==> src/rtl/div_ctrl_pkg.sv <==
// div_ctrl_pkg: FSM encoding and divider constants shared by the divider blocks.
package div_ctrl_pkg;
    typedef enum logic {IDLE, PENDING} state_t;
    localparam int DEF_DIV = 50_000_000;
    localparam int DEF_MIN_DIV = 2;
endpackage

==> src/rtl/div_config_ctrl_if.sv <==
// div_config_ctrl_if: divisor-change request/acknowledge bus for two requesters.
interface div_config_ctrl_if #(parameter int WIDTH = 28);
    logic req_a;
    logic [WIDTH-1:0] div_a;
    logic req_b;
    logic [WIDTH-1:0] div_b;
    logic ack_a;
    logic ack_b;
    logic err;
    logic busy;
    modport master (output req_a, div_a, req_b, div_b, input ack_a, ack_b, err, busy);
    modport slave (input req_a, div_a, req_b, div_b, output ack_a, ack_b, err, busy);
endinterface

==> src/rtl/div_counter.sv <==
// div_counter: period counter producing tick and a registered divided clock; load swaps divisor and restarts.
module div_counter import div_ctrl_pkg::*; #(
    parameter int WIDTH = 28,
    parameter logic [WIDTH-1:0] DEFAULT_DIV = WIDTH'(DEF_DIV)
) (
    input logic clk_50M,
    input logic rst_n,
    input logic enable,
    input logic load,
    input logic [WIDTH-1:0] load_div,
    output logic [WIDTH-1:0] cur_div,
    output logic tick,
    output logic clk_out
);
    logic [WIDTH-1:0] count, count_next;
    logic wrap;
    assign wrap = count == cur_div - WIDTH'(1);
    assign tick = enable && wrap;
    assign count_next = wrap ? '0 : count + WIDTH'(1);
    // clk_out is computed from the next count so it lines up with the count it describes
    always_ff @(posedge clk_50M or negedge rst_n)
        if (!rst_n) begin
            count <= '0;
            cur_div <= DEFAULT_DIV;
            clk_out <= 1'b0;
        end else if (load) begin
            count <= '0;
            cur_div <= load_div;
            clk_out <= 1'b0;
        end else if (enable) begin
            count <= count_next;
            clk_out <= count_next >= (cur_div >> 1);
        end
endmodule

==> src/rtl/div_config_ctrl.sv <==
// div_config_ctrl: arbitrates divisor-change requests from A and B and applies them at period boundaries.
module div_config_ctrl import div_ctrl_pkg::*; #(
    parameter int WIDTH = 28,
    parameter logic [WIDTH-1:0] DEFAULT_DIV = WIDTH'(DEF_DIV),
    parameter logic [WIDTH-1:0] MIN_DIV = WIDTH'(DEF_MIN_DIV)
) (
    input logic clk_50M,
    input logic rst_n,
    input logic run,
    div_config_ctrl_if.slave bus,
    output logic [WIDTH-1:0] cur_div,
    output logic tick,
    output logic clk_out
);
    state_t state, state_next;
    logic [WIDTH-1:0] shadow, shadow_next, win_div;
    logic grant_a, grant_b, accept, load, err_next;
    // a request still high during its own ack cycle is not a new request
    assign grant_a = state == IDLE && bus.req_a && !bus.ack_a;
    assign grant_b = state == IDLE && !grant_a && bus.req_b && !bus.ack_b;
    assign bus.busy = state == PENDING;
    always_comb begin
        win_div = grant_a ? bus.div_a : bus.div_b;
        accept = (grant_a || grant_b) && win_div >= MIN_DIV;
        err_next = (grant_a || grant_b) && !accept;
        load = state == PENDING && (tick || !run);
        state_next = accept ? PENDING : load ? IDLE : state;
        shadow_next = accept ? win_div : shadow;
    end
    always_ff @(posedge clk_50M or negedge rst_n)
        if (!rst_n) begin
            state <= IDLE;
            shadow <= DEFAULT_DIV;
            bus.ack_a <= 1'b0;
            bus.ack_b <= 1'b0;
            bus.err <= 1'b0;
        end else begin
            state <= state_next;
            shadow <= shadow_next;
            bus.ack_a <= grant_a;
            bus.ack_b <= grant_b;
            bus.err <= err_next;
        end
    div_counter #(.WIDTH(WIDTH), .DEFAULT_DIV(DEFAULT_DIV)) u_counter (
        .clk_50M(clk_50M),
        .rst_n(rst_n),
        .enable(run),
        .load(load),
        .load_div(shadow),
        .cur_div(cur_div),
        .tick(tick),
        .clk_out(clk_out)
    );
endmodule

==> src/flat_wrapper.sv <==
// flat-port wrapper written by rule: the top's interface ports become plain ports
module div_config_ctrl_flat import div_ctrl_pkg::*;
#(
    parameter int WIDTH = 28,
    parameter logic [WIDTH-1:0] DEFAULT_DIV = WIDTH'(DEF_DIV),
    parameter logic [WIDTH-1:0] MIN_DIV = WIDTH'(DEF_MIN_DIV)
)
  (clk_50M, rst_n, run, cur_div, tick, clk_out, bus_req_a, bus_div_a, bus_req_b, bus_div_b, bus_ack_a, bus_ack_b, bus_err, bus_busy);
  div_config_ctrl_if #(.WIDTH(WIDTH)) bus_i ();
  input logic clk_50M;
  input logic rst_n;
  input logic run;
  output logic [WIDTH-1:0] cur_div;
  output logic tick;
  output logic clk_out;
  input wire logic [$bits(bus_i.req_a)-1:0] bus_req_a;
  input wire logic [$bits(bus_i.div_a)-1:0] bus_div_a;
  input wire logic [$bits(bus_i.req_b)-1:0] bus_req_b;
  input wire logic [$bits(bus_i.div_b)-1:0] bus_div_b;
  output wire logic [$bits(bus_i.ack_a)-1:0] bus_ack_a;
  output wire logic [$bits(bus_i.ack_b)-1:0] bus_ack_b;
  output wire logic [$bits(bus_i.err)-1:0] bus_err;
  output wire logic [$bits(bus_i.busy)-1:0] bus_busy;
  assign bus_i.req_a = bus_req_a;
  assign bus_i.div_a = bus_div_a;
  assign bus_i.req_b = bus_req_b;
  assign bus_i.div_b = bus_div_b;
  assign bus_ack_a = bus_i.ack_a;
  assign bus_ack_b = bus_i.ack_b;
  assign bus_err = bus_i.err;
  assign bus_busy = bus_i.busy;
  div_config_ctrl #(.WIDTH(WIDTH), .DEFAULT_DIV(DEFAULT_DIV), .MIN_DIV(MIN_DIV)) u_core (.clk_50M(clk_50M), .rst_n(rst_n), .run(run), .bus(bus_i), .cur_div(cur_div), .tick(tick), .clk_out(clk_out));
endmodule
==> config.mk <==
export PLATFORM = sky130hd
export DESIGN_NAME = div_config_ctrl_flat
export DESIGN_NICKNAME = d
export VERILOG_FILES = /design/src/rtl/div_ctrl_pkg.sv /design/src/rtl/div_config_ctrl_if.sv /design/src/rtl/div_counter.sv /design/src/rtl/div_config_ctrl.sv /design/src/flat_wrapper.sv
export SDC_FILE = /design/constraint.sdc
export NUM_CORES = 1
export LEC_CHECK = 0
export ABC_AREA = 0
export CAP_MARGIN = 0
export CORE_AREA = 2 2 132 147
export DETAILED_ROUTE_END_ITERATION = 6
export DIE_AREA = 0 0 134 149
export PLACE_DENSITY = 0.62
export SLEW_MARGIN = 10
export SYNTH_ARGS = -nofsm -noshare
export SYNTH_HDL_FRONTEND = slang
export SYNTH_SLANG_ARGS = --single-unit
==> constraint.sdc <==
create_clock -name clk_50M -period 9.46 [get_ports clk_50M]
set_input_delay 1.419 -clock clk_50M [delete_from_list [all_inputs] [get_ports clk_50M]]
set_output_delay 1.419 -clock clk_50M [all_outputs]
set_load 0.02 [all_outputs]
==> results.yml, run 1 <==
synth:
  ys.flop_type: "dfrtp_1"
  avgSynthCellArea_sq_um: 9.03
  synthCells: 709
  synth_top_family_by_area: "simple AND/OR/NAND/NOR gates"
  yosys_register_bits: 89
  synth_xor_area_share_pct: 7.93
  synth-edff-count: 0
  synth_compound_area_share_pct: 14.0
  yosysSeqAreaShare_pct: 35.3
  async_flop_share_pct: 100
  synthAdderAreaFrac_pct: 5.67
  synthesis.nets: 799
  synth.distinct_cells: 61
  ys_warn_count: 0
  syn_area_sq_um: 6400
  synth_simple_gate_area_share_pct: 20.4
  synth.area.mux_share_pct: 11.1
timing:
  rsz0062_at_grt: "no"
  setup_slack_ns: 3.83
  setup_tns_ns: 0
  fin_crit_sh_pct: 59.5
  tightest_slew_ns: 0.908
  max_freq_mhz: 178
  slew_headroom_pct: 39.5
  skew_ns: 0.0103
  setup_viol: 0
  finalHoldViolations: 0
  post-route-min-period_ns: 5.63
  slew_violations: 0
pwr:
  p_clk_share_pct: 17.4
  combPwrFrac_pct: 45.7
  p_per_area_nw_per_um2: 259
  switching_share_pct: 41.4
  intPower_mw: 1.18
  seqPwrFrac_pct: 36.9
  leakagePower_nw: 3.29
  vdd_drop_max_v: 0.000101
  p_sw_mw: 0.832
  power_mw: 2.01
floorplanning:
  die_y_um: 149
  io-pin-count: 95
  rows: 53
  initial_utilization_pct: 34.4
  die_width_um: 134
  core_area_sq_um: 18600
  dieArea_sq_um: 20000
placement:
  pre_cts_ws_ns: 4.06
  dp.cells: 1009
  place.gp.congestion: 0.913
  io_buffers: 94
  hpwl_um: 13000
worst_setup_path:
  slowest_delay_ns: 0.62
  r2r_cells: 18
  slowest_stage: "clkdlybuf4s50_1"
  r2r_start: "u_core.u_counter.cur_div[1]"
  crit_chain: "inv_1 > ha_1 > nor3b_1 > nand4_1 > or3_1 > a2111oi_0 > nand4_1 > nor3b_2 > nand2_1 > nor2_1 > clkdlybuf4s50_1"
  cp.required_ns: 8.04
  crit_fanout: 8
  r2r_end: "u_core.u_counter.clk_out"
  startpoint_type: "flop"
  arrival_ns: 4.21
  worst_setup_path_end_kind: "output port"
  regToRegSetupSlack_ns: 3.99
  cp-endpoint: "tick"
  crit_top_cell: "nand4_1"
  crit_type: "reg2out"
  critPathLaunch: "u_core.u_counter.cur_div[1]"
worst_hold_path:
  min_path_type: "reg2reg"
cts:
  cts_resized: 0
  clk-insertion-delay-late_ns: 0.35
  clock-sinks: 89
  hold_buffers: 0
  htreeDepth: 3
  cts_buffers: 9
  postCtsSetupBuffers: 0
  clk_root_buffer_cell: "clkbuf_16"
  clk_path_buf_depth: 2
  clkTransAtPathRegs_ns: 0.07
  cts_tree: "built"
routing:
  drc: 0
  vias: 5368
  routedWlPerCell_um: 16.4
  first_pass_iters: 5
  first_iter_violations: 359
  routed_wl_um: 16800
  ant_nets: 0
  viasPerCell: 5.24
layout:
  num_antenna_cells: 0
  syn_to_final_growth_pct: 21.2
  final_cell_count_no_fill: 1025
  drive_gt1_share_pct: 11.6
  nets: 863
global_route:
  track_usage_pct: 17.3
  grt_pass1_wl_um: 27400
  grt_max_degree: 64
  grt_antenna_before_repair: 0
  grt.overflow.total: 0
  first_global_vias: 5254
run:
  cap_violations: 0
status:
  outcome: "finished clean"
-- area by class of cell --
type | instances | area [sq um]
Fill cell | 1828 | 10900
Multi-Input combinational cell | 534 | 3790
Sequential cell | 89 | 2260
Timing Repair Buffer | 99 | 976
Tap cell | 247 | 309
Clock buffer | 10 | 229
Inverter | 40 | 150
Clock inverter | 6 | 51.3
-- sequential cells by signal (all words and copies together) (netlist names) --
register and flops:
u_core.bus.ack_a 1, u_core.bus.ack_b 1, u_core.bus.busy 1, u_core.bus.err 1, u_core.shadow 28, u_core.u_counter.clk_out 1
u_core.u_counter.count 28, u_core.u_counter.cur_div 28
-- Yosys cell counts, types with 5 or more instances --
cell / number / share of area (%)
nor4_1: 25 / 2.4
or2_2: 7 / 0.68
mux2_4: 20 / 4.7
inv_1: 40 / 2.3
clkbuf_1: 35 / 2.1
a21o_1: 13 / 1.5
nand4_1: 16 / 1.6
mux2_2: 9 / 1.6
or3_1: 7 / 0.68
dfrtp_1: 65 / 25
and3_1: 9 / 0.88
a22o_1: 9 / 1.2
nor3_1: 17 / 1.3
a221o_1: 6 / 0.94
nand3_1: 21 / 1.6
ha_1: 29 / 5.7
nor2_1: 53 / 3.1
o21ai_0: 49 / 3.8
o22ai_1: 5 / 0.49
mux2i_1: 31 / 4.8
dfstp_2: 24 / 9.8
xnor2_1: 30 / 4.1
nor2b_1: 7 / 0.68
nand2_1: 56 / 3.3
a21oi_1: 23 / 1.8
or4_1: 12 / 1.4
xor2_1: 28 / 3.8
-- how the worst min path moves through the flow --
stage	startpoint	end	cells after the start
2_1_floorplan	u_core.shadow[0]	u_core.shadow[0]	2
4_1_cts	u_core.shadow[14]	u_core.shadow[14]	2
6_report	u_core.shadow[14]	u_core.shadow[14]	2
3_5_place_dp	u_core.shadow[14]	u_core.shadow[14]	2
3_3_place_gp	u_core.shadow[11]	u_core.shadow[11]	2
5_1_grt	u_core.shadow[5]	u_core.shadow[5]	2
-- metrics by stage --
stage,hold slack (ns),util (%),cell area (sq um)
global placement,0.463,40.2,7480
global route,0.498,41.7,7760
finish,0.478,41.7,7760
detailed placement,0.471,40.2,7480
CTS,0.481,41.7,7760
floorplan,0.446,-,6400
-- critical path: cells and delay by family (launching register included) --
kind / cells / cell delay (ns)
and+or+nand+nor: 7 / 2.05
buffers and inverters: 2 / 0.71
DFF: 1 / 0.47
AOI/OAI and AO/OA: 1 / 0.39
adders and majority gates: 1 / 0.25
-- power by group through the flow --
| stage | Clock (mW) | Combinational [mW] | Sequential [mW] |
|---|---|---|---|
| 2_1_floorplan | 0 | 0.591 | 0.743 |
| 3_5_place_dp | 0 | 0.921 | 0.750 |
| 5_1_grt | 0.375 | 1.02 | 0.767 |
| 3_3_place_gp | 0 | 0.921 | 0.746 |
| 6_report | 0.350 | 0.920 | 0.741 |
| 4_1_cts | 0.357 | 0.926 | 0.743 |
-- cells by family after synthesis --
| group | after synthesis |
|---|---|
| XOR/XNOR | 58 |
| buffers and inverters | 86 |
| AO/OA/AOI/OAI | 138 |
| adder cells (fa/ha/maj) | 29 |
| AND/OR/NAND/NOR | 249 |
| flip-flops | 89 |
| multiplexers | 60 |
-- cell usage in the layout (no fill, tap or decap), types with 22 or more instances in the layout --
cell type	synthesis	routed
a21oi_1	23	22
clkdlybuf4s50_1	0	93
dfrtp_1	65	65
dfstp_2	24	24
ha_1	29	29
inv_1	40	40
mux2i_1	31	31
nand2_1	56	56
nor2_1	53	53
nor4_1	25	25
o21ai_0	49	49
xnor2_1	30	30
xor2_1	28	28
-- routing by layer --
layer  routed length (um)  share of wire, %  vias to the layer above  global-route usage [%]
li1                     -                 -                     2682                       -
met1                 7530                45                     2524                    22.7
met2                 8160                49                      140                    29.0
met3                  816               4.9                       22                    3.26
met4                  263               1.6                        0                    5.43
met5                    0                 0                        -                       0
(Power assumes the default switching activity.)
==> run 2: changes to the inputs <==
Settings changed: PLACE_DENSITY 0.62 to 0.64.
Clock period 9.46 ns to 4.9 ns, I/O delays scaled along.
==> results.yml, run 2 (synthesized netlist as in run 1, its figures left out) <==
status:
  outcome: "finished clean"
floorplanning:
  initial_utilization_pct: 34.4
  core_area_sq_um: 18600
  dieArea_sq_um: 20000
  rows: 53
  die_y_um: 149
  die_width_um: 134
  io-pin-count: 95
worst_setup_path:
  cp.required_ns: 5.15
  arrival_ns: 4.92
  regToRegSetupSlack_ns: 0.23
  startpoint_type: "flop"
  crit_type: "reg2reg"
  worst_setup_path_end_kind: "flop"
  crit_fanout: 9
timing:
  slew_headroom_pct: 52.6
  post-route-min-period_ns: 4.67
  finalHoldViolations: 0
  setup_viol: 0
  max_freq_mhz: 214
  rsz0062_at_grt: "yes"
  tightest_slew_ns: 0.711
  slew_violations: 0
  setup_tns_ns: 0
  fin_crit_sh_pct: 95.3
  skew_ns: 0.0120
layout:
  syn_to_final_growth_pct: 24.9
  reg_top3: "u_core.shadow: 28 flops, u_core.u_counter.count: 28 flops, u_core.u_counter.cur_div: 28 flops"
  fill_cells: 1767
  layout_commonest_cell: "clkdlybuf4s50_1"
  drive_gt1_share_pct: 15.0
  num_antenna_cells: 0
  nets: 890
  layout_common_cells: "clkdlybuf4s50_1 (93), dfrtp_1 (65), nand2_1 (56)"
worst_hold_path:
  min_path_type: "in2async"
run:
  cap_violations: 0
cts:
  cts_buffers: 9
  cts_tree: "built"
  clk-insertion-delay-late_ns: 0.35
  htreeDepth: 3
  clk_root_buffer_cell: "clkbuf_16"
  clk_path_buf_depth: 2
  clock-sinks: 89
  clkTransAtPathRegs_ns: 0.07
routing:
  routedWlPerCell_um: 16.7
  viasPerCell: 5.30
  first_pass_iters: 6
  vias: 5572
  drc: 0
  first_iter_violations: 279
  ant_nets: 0
  routed_wl_um: 17500
global_route:
  first_global_vias: 5494
  grt_max_degree: 58
  grt.overflow.total: 0
  grt_pass1_wl_um: 28500
  track_usage_pct: 18.1
  grt_antenna_before_repair: 0
pwr:
  vdd_drop_max_v: 0.000266
  power_mw: 4.02
  p_per_area_nw_per_um2: 503
  leakagePower_nw: 3.44
placement:
  hpwl_um: 13500
  place.gp.congestion: 0.887
  io_buffers: 94
-- run 2: final cells by class --
class	count	area (sq um)	area share, %
multi-input combinational	534	3810	47.7
tap	247	309	3.86
sequential	89	2260	28.2
inverter	40	150	1.88
clock buffer	10	229	2.86
clock inverter	6	61.3	0.767
timing repair buffer	126	1180	14.7
-- run 2: per-stage QoR --
stage / setup slack (ns) / area (sq um) / hold slack (ns) / std cells / util [%]
3_3_place_gp: 0.260 / 7660 / 0.461 / 1033 / 41.1
3_5_place_dp: 0.123 / 7660 / 0.471 / 1033 / 41.1
5_1_grt: -0.0745 / 8000 / 0.479 / 1052 / 42.9
2_1_floorplan: 0.164 / 6400 / 0.439 / 709 / -
6_report: 0.232 / 8000 / 0.425 / 1052 / 42.9
4_1_cts: 0.0879 / 7950 / 0.447 / 1049 / 42.7
-- run 2: worst paths after layout --
path,startpoint,to,cells after the start
worst max-delay path,u_core.u_counter.cur_div[16],u_core.u_counter.clk_out,17
worst min-delay path,rst_n,u_core.bus.ack_a,1
worst max register to register,u_core.u_counter.cur_div[16],u_core.u_counter.clk_out,17
worst min register to register,u_core.shadow[7],u_core.shadow[7],2
max in group asynchronous,rst_n,u_core.u_counter.cur_div[15],2
min in group clk_50M,u_core.shadow[7],u_core.shadow[7],2
-- run 2: where the power goes --
part / switching (mW) / leakage [nW] / internal, mW
registers: 0.334 / 1.10 / 1.06
clock network: 0.333 / 0.138 / 0.357
logic: 0.999 / 2.20 / 0.943
total: 1.67 / 3.44 / 2.36
-- run 2: routing by layer --
layer | global-route usage (%) | share of wire [%] | vias up
met4 | 6.54 | 3.0 | 0
li1 | - | - | 2740
met2 | 31.2 | 49 | 167
met3 | 3.40 | 5.0 | 39
met1 | 22.5 | 43 | 2626
met5 | 0 | 0 | -
-- run 2: worst max-delay path, stage by stage (launching register included) --
cell and delay [ns]:
dfrtp_1 0.46, or4_1 0.56, or2_4 0.29, or3_1 0.37, a2111oi_1 0.38, nand4_1 0.19, nor2_1 0.15, and4_4 0.31
buf_4 0.16, nor2_1 0.05, ha_1 0.30, o21a_1 0.12, o21ai_0 0.12, nor4_1 0.33, o21ai_0 0.14, a31oi_1 0.31
nor4_2 0.07, o32ai_1 0.27
-- run 2: timing repair --
item | 4_1_cts | 5_1_grt
hold buffers | 0 | 0
endpoints found under the setup margin | 0 | 2
setup buffers | 0 | 3
resized for setup | 0 | 7
